<file path="src/rtl/bnn_pkg.sv">
// Shared types and constants for the binary-layer sequencers and their popcount datapath.
package bnn_pkg;

    localparam int POPCNT_W  = 11;
    localparam int TAG_IDX_W = 16;
    localparam int TAG_TH_W  = 16;

    typedef enum logic [1:0] {
        ST_IDLE  = 2'd0,
        ST_RUN   = 2'd1,
        ST_DRAIN = 2'd2,
        ST_DONE  = 2'd3
    } ctrl_state_t;

    // Fields are sized for the largest layer; controllers narrow them with casts.
    typedef struct packed {
        logic                 valid;
        logic                 first;
        logic                 last;
        logic [TAG_IDX_W-1:0] neuron;
        logic [TAG_TH_W-1:0]  thresh;
    } tag_t;

    localparam int TAG_W = $bits(tag_t);

endpackage

</file>
<file path="src/rtl/bnn_tag_pipe.sv">
// Depth-D shift register carrying a valid bit and a W-bit tag; only the valid chain is cleared.
module bnn_tag_pipe #(
    parameter int D = 3,
    parameter int W = 8
) (
    input  logic         clk,
    input  logic         rst,
    input  logic         vld_in,
    input  logic [W-1:0] data_in,
    output logic         vld_out,
    output logic [W-1:0] data_out,
    output logic         occupied
);

    if (D == 0) begin : g_bypass
        assign vld_out  = vld_in;
        assign data_out = data_in;
        assign occupied = 1'b0;
    end else begin : g_shift
        logic [D-1:0] vld_q;
        logic [W-1:0] data_q [D];

        always_ff @(posedge clk) begin
            if (rst) begin
                vld_q <= '0;
            end else begin
                vld_q[0] <= vld_in;
                for (int i = 1; i < D; i++) vld_q[i] <= vld_q[i-1];
            end
        end

        always_ff @(posedge clk) begin
            data_q[0] <= data_in;
            for (int i = 1; i < D; i++) data_q[i] <= data_q[i-1];
        end

        assign vld_out  = vld_q[D-1];
        assign data_out = data_q[D-1];
        assign occupied = |vld_q;
    end

endmodule

</file>
<file path="src/rtl/bnn_layer_ctrl.sv">
// Sequencer for one binary fully-connected layer: walks (neuron, chunk), feeds the
// xnor-popcount datapath, accumulates per neuron and emits one thresholded bit per neuron.
module bnn_layer_ctrl
    import bnn_pkg::*;
#(
    parameter int WL      = 112,
    parameter int CHUNKS  = 4,
    parameter int NEURONS = 64,
    parameter int PC_LAT  = 3,
    parameter int ACC_W   = $clog2(CHUNKS*WL+1),
    parameter int WA_W    = (NEURONS*CHUNKS > 1) ? $clog2(NEURONS*CHUNKS) : 1,
    parameter int XA_W    = (CHUNKS > 1) ? $clog2(CHUNKS) : 1,
    parameter int NA_W    = (NEURONS > 1) ? $clog2(NEURONS) : 1
) (
    input  logic                iCLK,
    input  logic                iRST,
    input  logic                iSTART,
    output logic                oBUSY,
    output logic                oDONE,
    output logic [WA_W-1:0]     oW_ADDR,
    output logic [XA_W-1:0]     oX_ADDR,
    output logic [NA_W-1:0]     oTH_ADDR,
    output logic                oRD_EN,
    input  logic [WL-1:0]       iW_DATA,
    input  logic [WL-1:0]       iX_DATA,
    input  logic [ACC_W-1:0]    iTH_DATA,
    output logic [WL-1:0]       oPC_DATA,
    output logic [WL-1:0]       oPC_WEIGHT,
    output logic                oPC_EN,
    input  logic [POPCNT_W-1:0] iPOPCNT,
    output logic                oBIT,
    output logic [NA_W-1:0]     oBIT_IDX,
    output logic                oBIT_VALID
);

    ctrl_state_t      state_q, state_d;
    logic [XA_W-1:0]  chunk_q;
    logic [NA_W-1:0]  neuron_q;
    logic [WA_W-1:0]  waddr_q;
    logic             chunk_end, neuron_end, start_go;
    logic             rd_en, busy, done;

    logic             vld_p0, first_p0, last_p0;
    logic [NA_W-1:0]  neuron_p0;

    tag_t             tag_in, tag_out;
    logic             exit_vld, exit_go, pipe_occupied;

    logic [ACC_W-1:0] acc_q, acc_next, pc_ext;
    logic             bit_q, bit_vld_q;
    logic [NA_W-1:0]  bit_idx_q;

    assign chunk_end  = (chunk_q == XA_W'(CHUNKS - 1));
    assign neuron_end = (neuron_q == NA_W'(NEURONS - 1));
    assign start_go   = (state_q == ST_IDLE) && iSTART;

    always_ff @(posedge iCLK) begin
        if (iRST) state_q <= ST_IDLE;
        else      state_q <= state_d;
    end

    // DRAIN ends once the final bit is on the output and nothing is left in flight.
    always_comb begin
        state_d = state_q;
        rd_en   = 1'b0;
        busy    = 1'b1;
        done    = 1'b0;
        unique case (state_q)
            ST_IDLE: begin
                busy = 1'b0;
                if (iSTART) state_d = ST_RUN;
            end
            ST_RUN: begin
                rd_en = 1'b1;
                if (chunk_end && neuron_end) state_d = ST_DRAIN;
            end
            ST_DRAIN: begin
                if (bit_vld_q && !vld_p0 && !pipe_occupied) state_d = ST_DONE;
            end
            ST_DONE: begin
                done    = 1'b1;
                state_d = ST_IDLE;
            end
            default: state_d = ST_IDLE;
        endcase
    end

    // The weight address counts alongside (neuron, chunk), so it always equals neuron*CHUNKS+chunk.
    always_ff @(posedge iCLK) begin
        if (iRST || start_go) begin
            chunk_q  <= '0;
            neuron_q <= '0;
            waddr_q  <= '0;
        end else if (rd_en) begin
            if (chunk_end) begin
                chunk_q  <= '0;
                neuron_q <= neuron_end ? '0 : neuron_q + NA_W'(1);
            end else begin
                chunk_q <= chunk_q + XA_W'(1);
            end
            waddr_q <= (chunk_end && neuron_end) ? '0 : waddr_q + WA_W'(1);
        end
    end

    // Stage p0: memory read data is valid; this is also where the threshold is captured.
    always_ff @(posedge iCLK) begin
        if (iRST) vld_p0 <= 1'b0;
        else      vld_p0 <= rd_en;
    end

    always_ff @(posedge iCLK) begin
        first_p0  <= (chunk_q == '0);
        last_p0   <= chunk_end;
        neuron_p0 <= neuron_q;
    end

    always_comb begin
        tag_in        = '0;
        tag_in.valid  = vld_p0;
        tag_in.first  = first_p0;
        tag_in.last   = last_p0;
        tag_in.neuron = TAG_IDX_W'(neuron_p0);
        tag_in.thresh = last_p0 ? TAG_TH_W'(iTH_DATA) : '0;
    end

    // Remaining PC_LAT stages line each tag up with its popcount result.
    bnn_tag_pipe #(
        .D (PC_LAT),
        .W (TAG_W)
    ) u_tag_pipe (
        .clk      (iCLK),
        .rst      (iRST),
        .vld_in   (vld_p0),
        .data_in  (tag_in),
        .vld_out  (exit_vld),
        .data_out (tag_out),
        .occupied (pipe_occupied)
    );

    assign exit_go  = exit_vld && tag_out.valid;
    assign pc_ext   = ACC_W'(iPOPCNT);
    assign acc_next = tag_out.first ? pc_ext : acc_q + pc_ext;

    // Pipe exit: accumulate and, on the last chunk, register the binarized neuron output.
    always_ff @(posedge iCLK) begin
        if (iRST) begin
            acc_q     <= '0;
            bit_q     <= 1'b0;
            bit_idx_q <= '0;
            bit_vld_q <= 1'b0;
        end else begin
            bit_vld_q <= 1'b0;
            if (exit_go) begin
                acc_q <= acc_next;
                if (tag_out.last) begin
                    bit_q     <= (acc_next >= ACC_W'(tag_out.thresh));
                    bit_idx_q <= NA_W'(tag_out.neuron);
                    bit_vld_q <= 1'b1;
                end
            end
        end
    end

    assign oBUSY      = busy;
    assign oDONE      = done;
    assign oRD_EN     = rd_en;
    assign oW_ADDR    = waddr_q;
    assign oX_ADDR    = chunk_q;
    assign oTH_ADDR   = neuron_q;
    assign oPC_EN     = vld_p0;
    assign oPC_DATA   = vld_p0 ? iX_DATA : '0;
    assign oPC_WEIGHT = vld_p0 ? iW_DATA : '0;
    assign oBIT       = bit_q;
    assign oBIT_IDX   = bit_idx_q;
    assign oBIT_VALID = bit_vld_q;

endmodule

</file>
<file path="config.mk">
export PLATFORM = sky130hd
export DESIGN_NAME = bnn_layer_ctrl
export DESIGN_NICKNAME = d
export VERILOG_FILES = /design/src/rtl/bnn_pkg.sv /design/src/rtl/bnn_tag_pipe.sv /design/src/rtl/bnn_layer_ctrl.sv
export SDC_FILE = /design/constraint.sdc
export NUM_CORES = 1
export LEC_CHECK = 0
export CORE_AREA = 2 2 196 198
export CTS_CLUSTER_DIAMETER = 60
export CTS_CLUSTER_SIZE = 40
export DETAILED_ROUTE_END_ITERATION = 10
export DIE_AREA = 0 0 198 200
export GPL_TIMING_DRIVEN = 0
export SYNTH_ARGS = -nofsm -noshare
export SYNTH_HDL_FRONTEND = slang
export SYNTH_HIERARCHICAL = 1
export SYNTH_SLANG_ARGS = --single-unit
</file>
<file path="constraint.sdc">
create_clock -name iCLK -period 6.08 [get_ports iCLK]
set_clock_uncertainty 0.15 [all_clocks]
set_input_delay 0.912 -clock iCLK [delete_from_list [all_inputs] [get_ports iCLK]]
set_output_delay 0.912 -clock iCLK [all_outputs]
set_load 0.02 [all_outputs]
</file>
==> out/metrics.cfg, run 1 <==
[timing]
max_freq_mhz=226.9
whs_ns=0.1733
slew-limit-headroom=0.3290
hold_viol=0
rsz0062_at_grt=false
slew_violations=0
worst_slew_pin_slew_ns=1.007
finalSetupViolations=0
fin_crit_ns=4.408
setup_tns_ns=0
timing.final.crit_share=0.7250

[clock_tree]
clkTransAtPathRegs_ns=0.07
ctsResizeCount=0
htree_levels=3
cts_buffer_depth=2
postCtsSetupBuffers=0
clk_latency_ns=0.34
holdBufCountCts=0
cts_buffers=9
cts_root_buf=clkbuf_16
clkSinkCount=101
cts_tree=done

[power_and_ir_drop]
pwr-share-seq=0.264
irDropWorstVdd_mv=0.1610
power_frac_comb=0.507
p_clk_frac=0.230
p_int_mw=1.728
p_sw_uw=967.4
power.density_nw_per_um2=242.1
switching_share=0.3589
p_leak_nw=4.244

[setup_path]
critPathLaunchType=flip-flop
worst-endpoint-arrival_ns=3.35
path_class=reg2out
crit_path_end_kind=output pin
path_max_fanout=10
rr_worst_depth=13
cp.required_ns=5.02

[detailed_routing]
post_drt_via_cell_ratio=3.565
drc_errors=0
totalWireLength_mm=27.82
post_drt_wl_per_cell_um=17.02
drtIter0Drc=190
dr.pass1.iters=4
ant_nets=0
vias=5826

[cells_and_area]
final_core_util=0.2977
syn2layout_area_growth_pct=114.4
layout_common_cells=496 x clkdlybuf4s50_1, 235 x and2_1, 101 x dfxtp_1, 33 x nor2_1, 33 x nand2_1
stdcell_area_um2=11140
stdcell_count=1634
drive_gt1_frac=0.03304
final_nets=1389
final_common_cell=clkdlybuf4s50_1

[outcome]
status=finished clean

[min_path]
holdPathStages=0
hp-class=reg2reg

[floorplan]
core-area_um2=37400
ios=499
start_util=0.1389
die-area_um2=39600
die_x_um=198
core.rowCount=71
die_height_um=200

[synthesis]
postSynthCellCount=608
syn_area_um2=5194
avgSynthCellArea_um2=8.542
synth_fp_nets=882
yosys_warnings=6

[run]
maxCapViolCount=0

[placement]
hpwlAfterDp_mm=24.53
place_area_um2=10800
dp.cells=1615
port_buffers=496
gp_congestion=0.8093

[grt]
grt_first_pass_wirelength_mm=36.77
grt_overflow=0
grt_max_degree=19
grt_pass1_vias=5738
antenna_found_initial=2
track_usage=0.1282

[power by group through the flow]
stage	clock, mW	combinational [mW]	sequential (mW)
after global routing	0.663	1.46	0.715
after detailed placement	0	1.36	0.727
after floorplan	0	0.627	0.730
after global placement	0	1.36	0.725
after CTS	0.638	1.38	0.711
final	0.619	1.37	0.711
[metrics by stage]
step / setup WS, ns / power (mW)
4_1_cts: 1.429 / 2.726
2_1_floorplan: 2.364 / 1.357
6_report: 1.672 / 2.696
5_1_grt: 1.354 / 2.840
3_3_place_gp: 1.622 / 2.090
3_5_place_dp: 1.661 / 2.092
[routing by layer]
layer / wire length, µm / part of all wire / global-route usage / vias up
li1: - / - / - / 2918
met1: 11950 / 0.43 / 0.1693 / 2603
met2: 12380 / 0.44 / 0.1921 / 291
met3: 3149 / 0.11 / 0.05847 / 14
met4: 343 / 0.012 / 0.02451 / 0
met5: 0 / 0 / 0 / -
[final timing paths]
path,start,slack (ns),endpoint
max,oPC_EN$_SDFF_PP0_,1.67,oPC_DATA[83]
min,u_tag_pipe/g_shift.data_q[0][54]$_DFF_P_,0.17,u_tag_pipe/g_shift.data_q[0][89]$_DFF_P_
max reg2reg,acc_q[0]$_SDFFE_PP0P_,2.69,oBIT$_SDFFE_PP0P_
min reg2reg,u_tag_pipe/g_shift.data_q[0][54]$_DFF_P_,0.17,u_tag_pipe/g_shift.data_q[0][89]$_DFF_P_
[registers in the layout, summed over array words and instances, names as in the netlist]
register                   count
oTH_ADDR                       6
state_q                        2
oW_ADDR                        8
u_tag_pipe/g_shift.vld_q       3
oBIT_VALID                     1
oX_ADDR                        2
u_tag_pipe/g_shift.data_q     54
last_p0                        1
neuron_p0                      6
acc_q                          9
first_p0                       1
oPC_EN                         1
oBIT_IDX                       6
oBIT                           1
[cell type report]
cell class,count,area [µm²]
Antenna cell,3,7.507
Buffer,51,259.0
Clock buffer,9,225.2
Clock inverter,7,105.1
Fill cell,3897,26260
Inverter,19,71.32
Multi-Input combinational cell,437,2841
Sequential cell,101,2022
Tap cell,511,639.4
Timing Repair Buffer,496,4965
[worst max-delay path: stages, from the launching register on]
cell	delay, ns
dfxtp_1	0.38
clkbuf_1	0.77
clkbuf_1	0.57
clkbuf_1	0.32
and2_1	0.31
clkdlybuf4s50_1	0.65
Note: power is estimated with default switching activity, not from simulation.
==> run 2: changes to the inputs <==
==> constraint.sdc (replaced) <==
create_clock -name iCLK -period 4 [get_ports iCLK]
set_clock_uncertainty 0.15 [all_clocks]
set_input_delay 0.6 -clock iCLK [delete_from_list [all_inputs] [get_ports iCLK]]
set_output_delay 0.6 -clock iCLK [all_outputs]
set_load 0.02 [all_outputs]
==> run 2 against run 1 <==
Power rose by 52%. Die area did not move. Critical path depth rose by 9. Global-route usage did not move. Final cell count rose by 0.12%. Final area rose by 0.18%. Flip-flop and latch count did not move. Wire length rose by 0.14%. Clock power rose by 52%. First-iteration DRC count rose by 7.9%. Largest cell class unchanged. Largest power group unchanged.
==> out/metrics.cfg, run 2 (synthesized netlist as in run 1, its figures left out) <==
[timing]
slew-limit-headroom=0.5732  ; +0.2442
slew_violations=0  ; unchanged
finalSetupViolations=0  ; unchanged
hold_viol=0  ; unchanged
worst_slew_pin_slew_ns=0.6403  ; -0.3663 ns
fin_crit_ns=3.760
rsz0062_at_grt=false
timing.final.crit_share=0.9400
whs_ns=0.1735  ; +0.0001550 ns
max_freq_mhz=266.0

[outcome]
status=finished clean

[floorplan]
die-area_um2=39600  ; unchanged
start_util=0.1389  ; unchanged
core-area_um2=37400  ; unchanged
core.rowCount=71  ; unchanged
die_height_um=200  ; unchanged
ios=499  ; unchanged
die_x_um=198  ; unchanged

[cells_and_area]
largest_reg_flops=54  ; unchanged
layout_common_cells=496 x clkdlybuf4s50_1, 235 x and2_1, 101 x dfxtp_1, 33 x nor2_1, 33 x nand2_1
final_common_cell=clkdlybuf4s50_1
drive_gt1_frac=0.03654  ; +0.003506
stdcell_count=1636  ; +0.12%
top_register=u_tag_pipe/g_shift.data_q
syn2layout_area_growth_pct=114.8
final_nets=1391  ; +0.14%

[clock_tree]
cts_buffer_depth=2  ; unchanged
clkTransAtPathRegs_ns=0.07  ; about the same
cts_root_buf=clkbuf_16
clkSinkCount=101  ; unchanged
cts_tree=done
htree_levels=3  ; unchanged
cts_buffers=9  ; unchanged
clk_latency_ns=0.34  ; about the same

[detailed_routing]
drtIter0Drc=205  ; +7.9%
vias=5826  ; unchanged
dr.pass1.iters=4  ; unchanged
post_drt_via_cell_ratio=3.561  ; -0.12%
post_drt_wl_per_cell_um=17.03  ; about the same
totalWireLength_mm=27.86  ; +0.14%
ant_nets=0  ; unchanged
drc_errors=0  ; unchanged

[grt]
grt_use_met1=0.1693  ; unchanged
use_met3=0.05847  ; unchanged
grt_max_degree=19  ; unchanged
top_usage_layer=met2
grt_use_met2=0.1921  ; unchanged
track_usage=0.1282  ; unchanged
grt_first_pass_wirelength_mm=36.77  ; unchanged
grt_overflow=0  ; unchanged
grt_pass1_vias=5738  ; unchanged
antenna_found_initial=2  ; unchanged

[min_path]
holdPathStages=0  ; unchanged
hold_end=u_tag_pipe/g_shift.data_q[0][89]$_DFF_P_
hp-class=reg2reg
min-delay-start=u_tag_pipe/g_shift.data_q[0][54]$_DFF_P_

[power_and_ir_drop]
pwr-share-seq=0.264  ; about the same
switching_share=0.3588  ; about the same
p_leak_nw=4.250  ; +0.13%
p_int_mw=2.627  ; +52%
irDropWorstVdd_mv=0.2463  ; +53%
power.density_nw_per_um2=367.3  ; +52%
p_sw_mw=1.470  ; +52%
power_frac_comb=0.507  ; about the same
p_clk_frac=0.230  ; about the same

[placement]
dp.cells=1615  ; unchanged
gp_congestion=0.8093  ; unchanged
port_buffers=496  ; unchanged
hpwlAfterDp_mm=24.53  ; unchanged

[setup_path]
path_class=in2reg
rrSetupSlack_ns=0.66  ; -2.03 ns
path_max_fanout=3  ; -7
rr_worst_depth=13  ; unchanged
r2r_end=oBIT$_SDFFE_PP0P_
r2r-start=acc_q[0]$_SDFFE_PP0P_
cp.required_ns=4.10  ; -0.92 ns
worst-endpoint-arrival_ns=3.86  ; +0.51 ns
critPathLaunchType=input port
crit_path_end_kind=flip-flop

[run]
maxCapViolCount=0  ; unchanged

run 2: area by class of cell:
type	count	area, µm²
Buffer	51	260.3
Clock inverter	7	105.1
Antenna cell	3	7.507
Fill cell	3895	26240
Multi-Input combinational cell	437	2845
Sequential cell	101	2022
Inverter	19	71.32
Clock buffer	9	225.2
Timing Repair Buffer	498	4980
Tap cell	511	639.4
run 2: metal layers:
metal,wire [µm],share of wire
met5,0,0
met4,343,0.012
met3,3171,0.11
met2,12390,0.44
met1,11950,0.43
run 2: critical path, stage by stage:
cell,delay [ns]
clkdlybuf4s50_1,0.43
ha_1,0.24
inv_1,0.08
fa_1,0.21
nor2b_1,0.06
o21a_1,0.19
a311o_2,0.44
a31oi_4,0.22
mux2i_2,0.25
xnor2_1,0.09
ha_1,0.30
nand4_1,0.09
or3_1,0.40
a311oi_1,0.26
run 2: through the flow:
stage	setup TNS (ns)	worst slack (ns)	util	power, mW	area, µm²
finish	0	0.2401	0.2983	4.098	11160
global route	0	0.005493	0.2982	4.317	11150
CTS	0	0.1050	0.2976	4.144	11130
detailed placement	-0.1073	-0.1073	0.2887	3.179	10800
global placement	-0.1464	-0.1464	0.2887	3.177	10800
floorplan	0	0.5959	-	2.063	5194
run 2: how the worst max path moves through the flow:
stage	start	to	slack (ns)	depth (start not counted)
after detailed placement	iPOPCNT[0]	oBIT$_SDFFE_PP0P_	-0.11	14
after CTS	oPC_EN$_SDFF_PP0_	oPC_WEIGHT[9]	0.11	5
after floorplan	iPOPCNT[0]	oBIT$_SDFFE_PP0P_	0.60	13
after global routing	oPC_EN$_SDFF_PP0_	oPC_WEIGHT[9]	0.005	5
after global placement	iPOPCNT[0]	oBIT$_SDFFE_PP0P_	-0.15	14
final	iPOPCNT[0]	oBIT$_SDFFE_PP0P_	0.24	14
run 2: timing repair:
action                                  in CTS  in global routing
resized for setup                            1                  1
pin swaps                                    0                  1
hold buffers                                 0                  0
endpoints found under the setup margin     151                  1
setup buffers                                0                  2
run 2: power by group through the flow:
| stage | Sequential [mW] | Clock (mW) | Combinational, mW |
|---|---|---|---|
| finish | 1.08 | 0.941 | 2.08 |
| global placement | 1.10 | 0 | 2.07 |
| global route | 1.09 | 1.01 | 2.22 |
| detailed placement | 1.10 | 0 | 2.07 |
| floorplan | 1.11 | 0 | 0.953 |
| CTS | 1.08 | 0.970 | 2.09 |
